## config.mk

```make
export PLATFORM = sky130hd
export DESIGN_NAME = branch_unit
export DESIGN_NICKNAME = d
export VERILOG_FILES = /design/src/rtl/branch_unit.sv
export SDC_FILE = /design/constraint.sdc
export NUM_CORES = 1
export LEC_CHECK = 0
export CAP_MARGIN = 20
export CORE_MARGIN = 3
export CORE_UTILIZATION = 51
export CTS_BUF_LIST = sky130_fd_sc_hd__clkbuf_16
export CTS_CLUSTER_DIAMETER = 30
export DETAILED_ROUTE_END_ITERATION = 8
export PLACE_DENSITY_LB_ADDON = 0.05
export SYNTH_ARGS = -nofsm -noshare
export SYNTH_HDL_FRONTEND = slang
export SYNTH_SLANG_ARGS = --single-unit
```

## constraint.sdc

```tcl
create_clock -name clk -period 3.1 [get_ports clk]
set_clock_uncertainty 0.1 [all_clocks]
set_input_delay 0.775 -clock clk [delete_from_list [all_inputs] [get_ports clk]]
set_output_delay 0.775 -clock clk [all_outputs]
set_load 0.005 [all_outputs]
```

## src/rtl/branch_unit.sv

```systemverilog
// -----------------------------------------------------------------------------
// branch_unit
//   Holds a {N,V,Z} status register and a 9-bit program counter. The PC either
//   steps sequentially or applies a conditional, signed 8-bit relative branch.
//   Each branch request walks a four-state FSM: IDLE -> EVAL -> UPDATE -> DONE.
//
// Ports
//   clk        in   clock; all state changes on the rising edge
//   reset      in   asynchronous, active-high reset
//   status_in  in   [2:0] ALU flags {N,V,Z}
//   load_s     in   capture status_in into status_q
//   req_valid  in   branch request present
//   req_ready  out  request accepted this cycle (high only in IDLE)
//   cond       in   [2:0] condition code, sampled at the handshake
//   imm8       in   [7:0] signed branch offset, sampled at the handshake
//   incr       in   sequential PC increment (honoured only in IDLE)
//   pc         out  [8:0] program counter
//   status_q   out  [2:0] registered {N,V,Z}
//   taken      out  branch decision of the last evaluated request
//   done       out  one-cycle completion pulse
//   illegal    out  high together with done when cond was reserved
// -----------------------------------------------------------------------------
module branch_unit (
    input  logic       clk,
    input  logic       reset,
    input  logic [2:0] status_in,
    input  logic       load_s,
    input  logic       req_valid,
    output logic       req_ready,
    input  logic [2:0] cond,
    input  logic [7:0] imm8,
    input  logic       incr,
    output logic [8:0] pc,
    output logic [2:0] status_q,
    output logic       taken,
    output logic       done,
    output logic       illegal
);

    typedef enum logic [1:0] {
        IDLE   = 2'd0,
        EVAL   = 2'd1,
        UPDATE = 2'd2,
        DONE   = 2'd3
    } state_t;

    state_t     state;
    logic [2:0] cond_r;
    logic [7:0] imm_r;
    logic       cond_met;
    logic       cond_reserved;
    logic [8:0] pc_next_seq;
    logic [8:0] pc_next_branch;

    assign req_ready = (state == IDLE);

    // Condition decode against the registered flags.
    // NOTE: every signal assigned in always_comb receives a default first, so
    // no path can leave it unassigned and infer a latch.
    always_comb begin
        cond_met      = 1'b0;
        cond_reserved = 1'b0;
        case (cond_r)
            3'b000:  cond_met = 1'b1;
            3'b001:  cond_met = status_q[0];
            3'b010:  cond_met = ~status_q[0];
            3'b011:  cond_met = status_q[2] ^ status_q[1];
            3'b100:  cond_met = (status_q[2] ^ status_q[1]) | status_q[0];
            default: cond_reserved = 1'b1;
        endcase
    end

    // 9-bit adders wrap modulo 512 by construction.
    assign pc_next_seq    = pc + 9'd1;
    assign pc_next_branch = pc + 9'd1 + {imm_r[7], imm_r};

    // Status register updates in every state, independent of the FSM.
    // NOTE: sequential state is written with non-blocking assignments so every
    // register samples its inputs as they stood before the clock edge.
    always_ff @(posedge clk or posedge reset) begin
        if (reset) begin
            status_q <= 3'b000;
        end else if (load_s) begin
            status_q <= status_in;
        end
    end

    always_ff @(posedge clk or posedge reset) begin
        if (reset) begin
            state   <= IDLE;
            pc      <= 9'd0;
            taken   <= 1'b0;
            done    <= 1'b0;
            illegal <= 1'b0;
            cond_r  <= 3'b000;
            imm_r   <= 8'h00;
        end else begin
            case (state)
                IDLE: begin
                    done    <= 1'b0;
                    illegal <= 1'b0;
                    // A handshake wins over a simultaneous incr.
                    if (req_valid) begin
                        cond_r <= cond;
                        imm_r  <= imm8;
                        state  <= EVAL;
                    end else if (incr) begin
                        pc <= pc_next_seq;
                    end
                end
                EVAL: begin
                    // Decision uses status_q as held during this cycle; a
                    // load_s on the same edge lands only afterwards.
                    taken <= cond_met;
                    state <= UPDATE;
                end
                UPDATE: begin
                    pc      <= taken ? pc_next_branch : pc_next_seq;
                    done    <= 1'b1;
                    illegal <= cond_reserved;
                    state   <= DONE;
                end
                DONE: begin
                    done    <= 1'b0;
                    illegal <= 1'b0;
                    state   <= IDLE;
                end
                default: state <= IDLE;
            endcase
        end
    end

endmodule

```

After elaboration in Yosys (flattened, before gate mapping)
Index checks and enable logic that the tools add are counted.
{ "totals": {"reg_bits": 28, "inputBits": 19} }
{ "classes": {"n_addsub": 2, "n_eq_ne": 10, "mux": 10, "bitwise_logic": 3, "reduce_logical": 8} }
{ "op_table": {"columns": ["cell", "count"], "rows": [
  ["$mux W9", 3],
  ["$pmux W9 S2", 1],
  ["$add A9 B1 Y9 const B", 1],
  ["$add A9 B9 Y9", 1],
  ["$pmux W2 S4", 1],
  ["$eq A3 B2 Y1 const B", 2],
  ["$pmux W1 S5", 1],
  ["$reduce_or A5 Y1", 1],
  ["$eq A2 B2 Y1 const B", 2],
  ["$ne A2 B2 Y1 const B", 2],
  ["$pmux W1 S2", 2],
  ["$reduce_bool A2 Y1", 2],
  ["$eq A3 B1 Y1 const B", 1],
  ["$eq A3 B3 Y1 const B", 1],
  ["$logic_not A3 Y1", 1],
  ["$reduce_and A3 Y1", 1],
  ["$eq A2 B1 Y1 const B", 1],
  ["$logic_not A2 Y1", 1],
  ["$mux W2", 1],
  ["$ne A2 B1 Y1 const B", 1],
  ["$reduce_and A2 Y1", 1],
  ["$reduce_or A2 Y1", 1],
  ["$mux W1", 1],
  ["$not A1 Y1", 1],
  ["other kinds (2)", 2]
]} }

Depth between registers and ports, before layout
{ "logic_depth": {"depth_word": 4, "ltp_mapped": 11} }

Worst setup path after synthesis
OpenSTA, ideal clock, no wires.
{ "synth_path": {"kind": "register to register", "from": "reg pc[2]", "to": "reg pc[8]", "setup_time_ns": 0.080, "arrival_ns": 2.268, "t_required_ns": 2.920, "path_slack_ns": 0.652, "path_stages_with_launch": 11, "n_path_buf": 0, "cell_sequence": "dfrtp_1 and3_1 and3_2 xor2_1 ha_1 o211ai_1 a21o_1 and2_4 a211oi_2 mux2i_1 xnor2_1"} }
{ "synth_between": {"elab_chain_cells": 4, "elab_cells_between_ends": 6, "cone_classes": "add/sub: 2; mux: 4"} }
{ "synth_lines": {"columns": ["item", "line_no", "source"], "rows": [
  ["from (decl)", "33", "output logic [8:0] pc,"],
  ["from (signal assigned)", "108", "pc <= pc_next_seq;"],
  ["from (signal assigned)", "118", "pc <= taken ? pc_next_branch : pc_next_seq;"],
  ["$add A9 B1 Y9 (*)", "74, 75", null],
  ["$add A9 B9 Y9 or $mux W9 (tied branches)", "75, 107", null],
  ["$mux W9 (on tied branches)", "118, 103", null],
  ["$pmux W9 S2 (*)", "98", "case (state)"]
]} }
Mark *: on every way between the ends. The rest lies on a longest branch, timed or not. The select of a mux whose other input is x is not followed.
A chain may end at the register's enable or synchronous reset.

Worst setup path after layout
Ends and elaborated chain as after synthesis.

==> metrics <==
Worst Setup End Kind=flip-flop; CP cell instances=and3_1 > and3_2 > nand3_1 > xnor2_1 > ha_1 > o21ai_0 > a21oi_1 > o21ai_0 > a211oi_2 > mux2i_1 > xnor2_1; CTS root buffer=clkbuf_16; net count after synthesis=211; Post-CTS Setup Inserts=0; crit-path max FO=8; antenna cells=0; fin. max-slew vios=0; DP Wirelength=2.845 mm; post-route cell area=2265 sq um; Place WS=0.4093 ns; clock sinks=28; relative slew slack=62.48%; max_cap viols=0; Netlist cell types=41; delay of the slowest critical-path stage=0.48 ns; cells after synthesis=178; antenna-violating nets left=0; vias in the first global route=1473; # hold bufs at CTS=0; Critical Path Start Type=flip-flop; Worst-Margin Slew=0.5614 ns; Mapped Area=1780 sq um; Hold/Removal Path Class=flip-flop to flip-flop; critical setup path kind=flip-flop to flip-flop; Final Hold Vio Count=0; status=finished, final reports clean; setup TNS=0 ns; drt drc=0; drt pass-1 iters=4; sequential fraction of the synthesis area=39.35%; Die Width=65.09 um; Worst EP arrival=2.83 ns; flop2flop setup slack=0.36 ns; WHS Endpoint=pc[8]; largest net degree at the start of global routing=29; CP bufs+invs=0; Final setup viols=0; post-cts resize count=0; setup ws final=0.3575 ns; Async S/R FF share, synth=100.0%; CP Depth=11; fmax=0.3646 GHz; dpl cells=253; Top delay family on crit path=simple AND/OR/NAND/NOR gates; first-pass GRT wire length=6.527 mm; PD cells=1233 nW/um^2; Leak=0.9703 nW; RSZ-0062 raised after global routing=no; r2r startpoint=pc[2]; Main synth FF type=dfrtp_1; overflow left after global routing=0; Synth Register Bits=28; number of cells on the worst hold path=1; worst setup path startpoint=pc[2]; row count=20; vias post-DR=1411; WL per Instance=14.63 um; CTS max path bufs=2; R2R cell count=11; area of the core=3178 sq um; Placed Area=2160 sq um; Die Ht=65.09 um; Port Buffers=34; fraction of layout cells with a size suffix above 1=14.08%; initial antenna violation count=0; worst r2r dst=pc[8]; Initial Util=56.02%; area grow syn2layout=27.20%; # H-tree levels=1; Die Area=4236 sq um; syn avg cell area=10.00 sq um; Tot GR Track Use=19.61%; I/O pin count=35; Critical Path RT=3.19 ns; TritonCTS clock tree=yes; clock period minus worst slack=2.742 ns; vias per inst=5.490; Peak VDD IR=0.4799 mV; Synth Warn #=0; final-stage net count=247; clk_lat worst skew=0.26 ns; wirelength, routed=3.760 mm; Layout Cells excl Fill=257; gpl congestion=0.8194; slowest CP cell=dfrtp_1; Post-synth EDFFs=0; hold path startpoint=pc[8]; Num CTS Buffers=3; number of DRC markers in iteration 0=85; Final Cycle Share=88.47%; Reg clk slew, reported paths=0.07 ns
==> final cells by class <==
cell class,count,area (sq um)
clock buffer,3,75.07
clock inverter,1,30.03
fill,255,913.4
inverter,9,33.78
multi-input combinational,137,1022
sequential,28,700.7
tap,44,55.05
timing repair buffer,35,347.8
==> how the worst max path moves through the flow <==
stage,end,slack (ns)
after floorplan,pc[8],0.65
after global placement,pc[8],0.55
after detailed placement,pc[8],0.41
after CTS,pc[8],0.37
after global routing,pc[8],0.20
final,pc[8],0.36
==> logic make-up (layout without fill, tap and decap cells) <==
group | count (synthesis) | in the layout | synth area share, %
simple gates | 46 | 46 | 12.79
buf+inv | 13 | 48 | 3.232
fa+ha+maj | 14 | 14 | 10.26
xor+xnor | 13 | 13 | 6.395
compound gates | 47 | 47 | 17.29
mux | 17 | 17 | 10.68
flops | 28 | 28 | 39.35
==> layout by cell type (no fill, tap or decap), types with 5 or more instances in the layout <==
cell | Yosys | routed
a21oi_1 | 12 | 12
clkdlybuf4s50_1 | 0 | 34
dfrtp_1 | 28 | 28
ha_1 | 13 | 13
inv_1 | 9 | 9
mux2_2 | 16 | 16
nand2_1 | 13 | 13
nand2b_1 | 5 | 5
nand3_1 | 7 | 7
nor2_1 | 8 | 8
o21ai_0 | 12 | 12
xnor2_1 | 8 | 8
xor2_1 | 5 | 5
==> cells in the mapped netlist, types with 2 or more instances <==
library cell / n / area share, %
a21o_1: 2 / 0.84
a21oi_1: 12 / 3.4
a21oi_2: 3 / 1.5
a31oi_1: 4 / 1.4
clkbuf_1: 2 / 0.42
dfrtp_1: 28 / 39
ha_1: 13 / 9.1
inv_1: 9 / 1.9
mux2_2: 16 / 10
nand2_1: 13 / 2.7
nand2b_1: 5 / 1.8
nand3_1: 7 / 2.0
nor2_1: 8 / 1.7
nor2b_1: 2 / 0.70
nor3_1: 4 / 1.1
o211ai_1: 3 / 1.3
o21ai_0: 12 / 3.4
xnor2_1: 8 / 3.9
xor2_1: 5 / 2.5
==> through the flow <==
step           utilization (%)  hold slack, ns  total power [W]
2_1_floorplan                -          0.3693         0.001943
3_5_place_dp             67.95          0.3701         0.002392
6_report                 71.26          0.3792         0.002792
5_1_grt                  71.26          0.4194         0.003048
3_3_place_gp             67.95          0.3714         0.002331
4_1_cts                  71.26          0.3792         0.002796
==> routing by layer <==
metal / vias up / wire length, um / track usage [%]
met5: - / 0 / 0
met4: 0 / 19 / 4.145
met3: 2 / 197 / 3.466
met2: 36 / 1902 / 35.89
met1: 668 / 1640 / 23.96
li1: 705 / - / -
==> power by group <==
part | total [W] | internal (W) | switching [W]
Clock | 0.000380 | 0.000257 | 0.000123
Sequential | 0.000708 | 0.000533 | 0.000175
Combinational | 0.00170 | 0.000856 | 0.000849
==> flip-flops by register name, indices dropped and copies added (netlist names) <==
signal / cells
status_q: 3
illegal: 1
state: 2
cond_r: 3
pc: 9
imm_r: 8
done: 1
taken: 1
No activity file was read; power rests on OpenSTA's default activity.
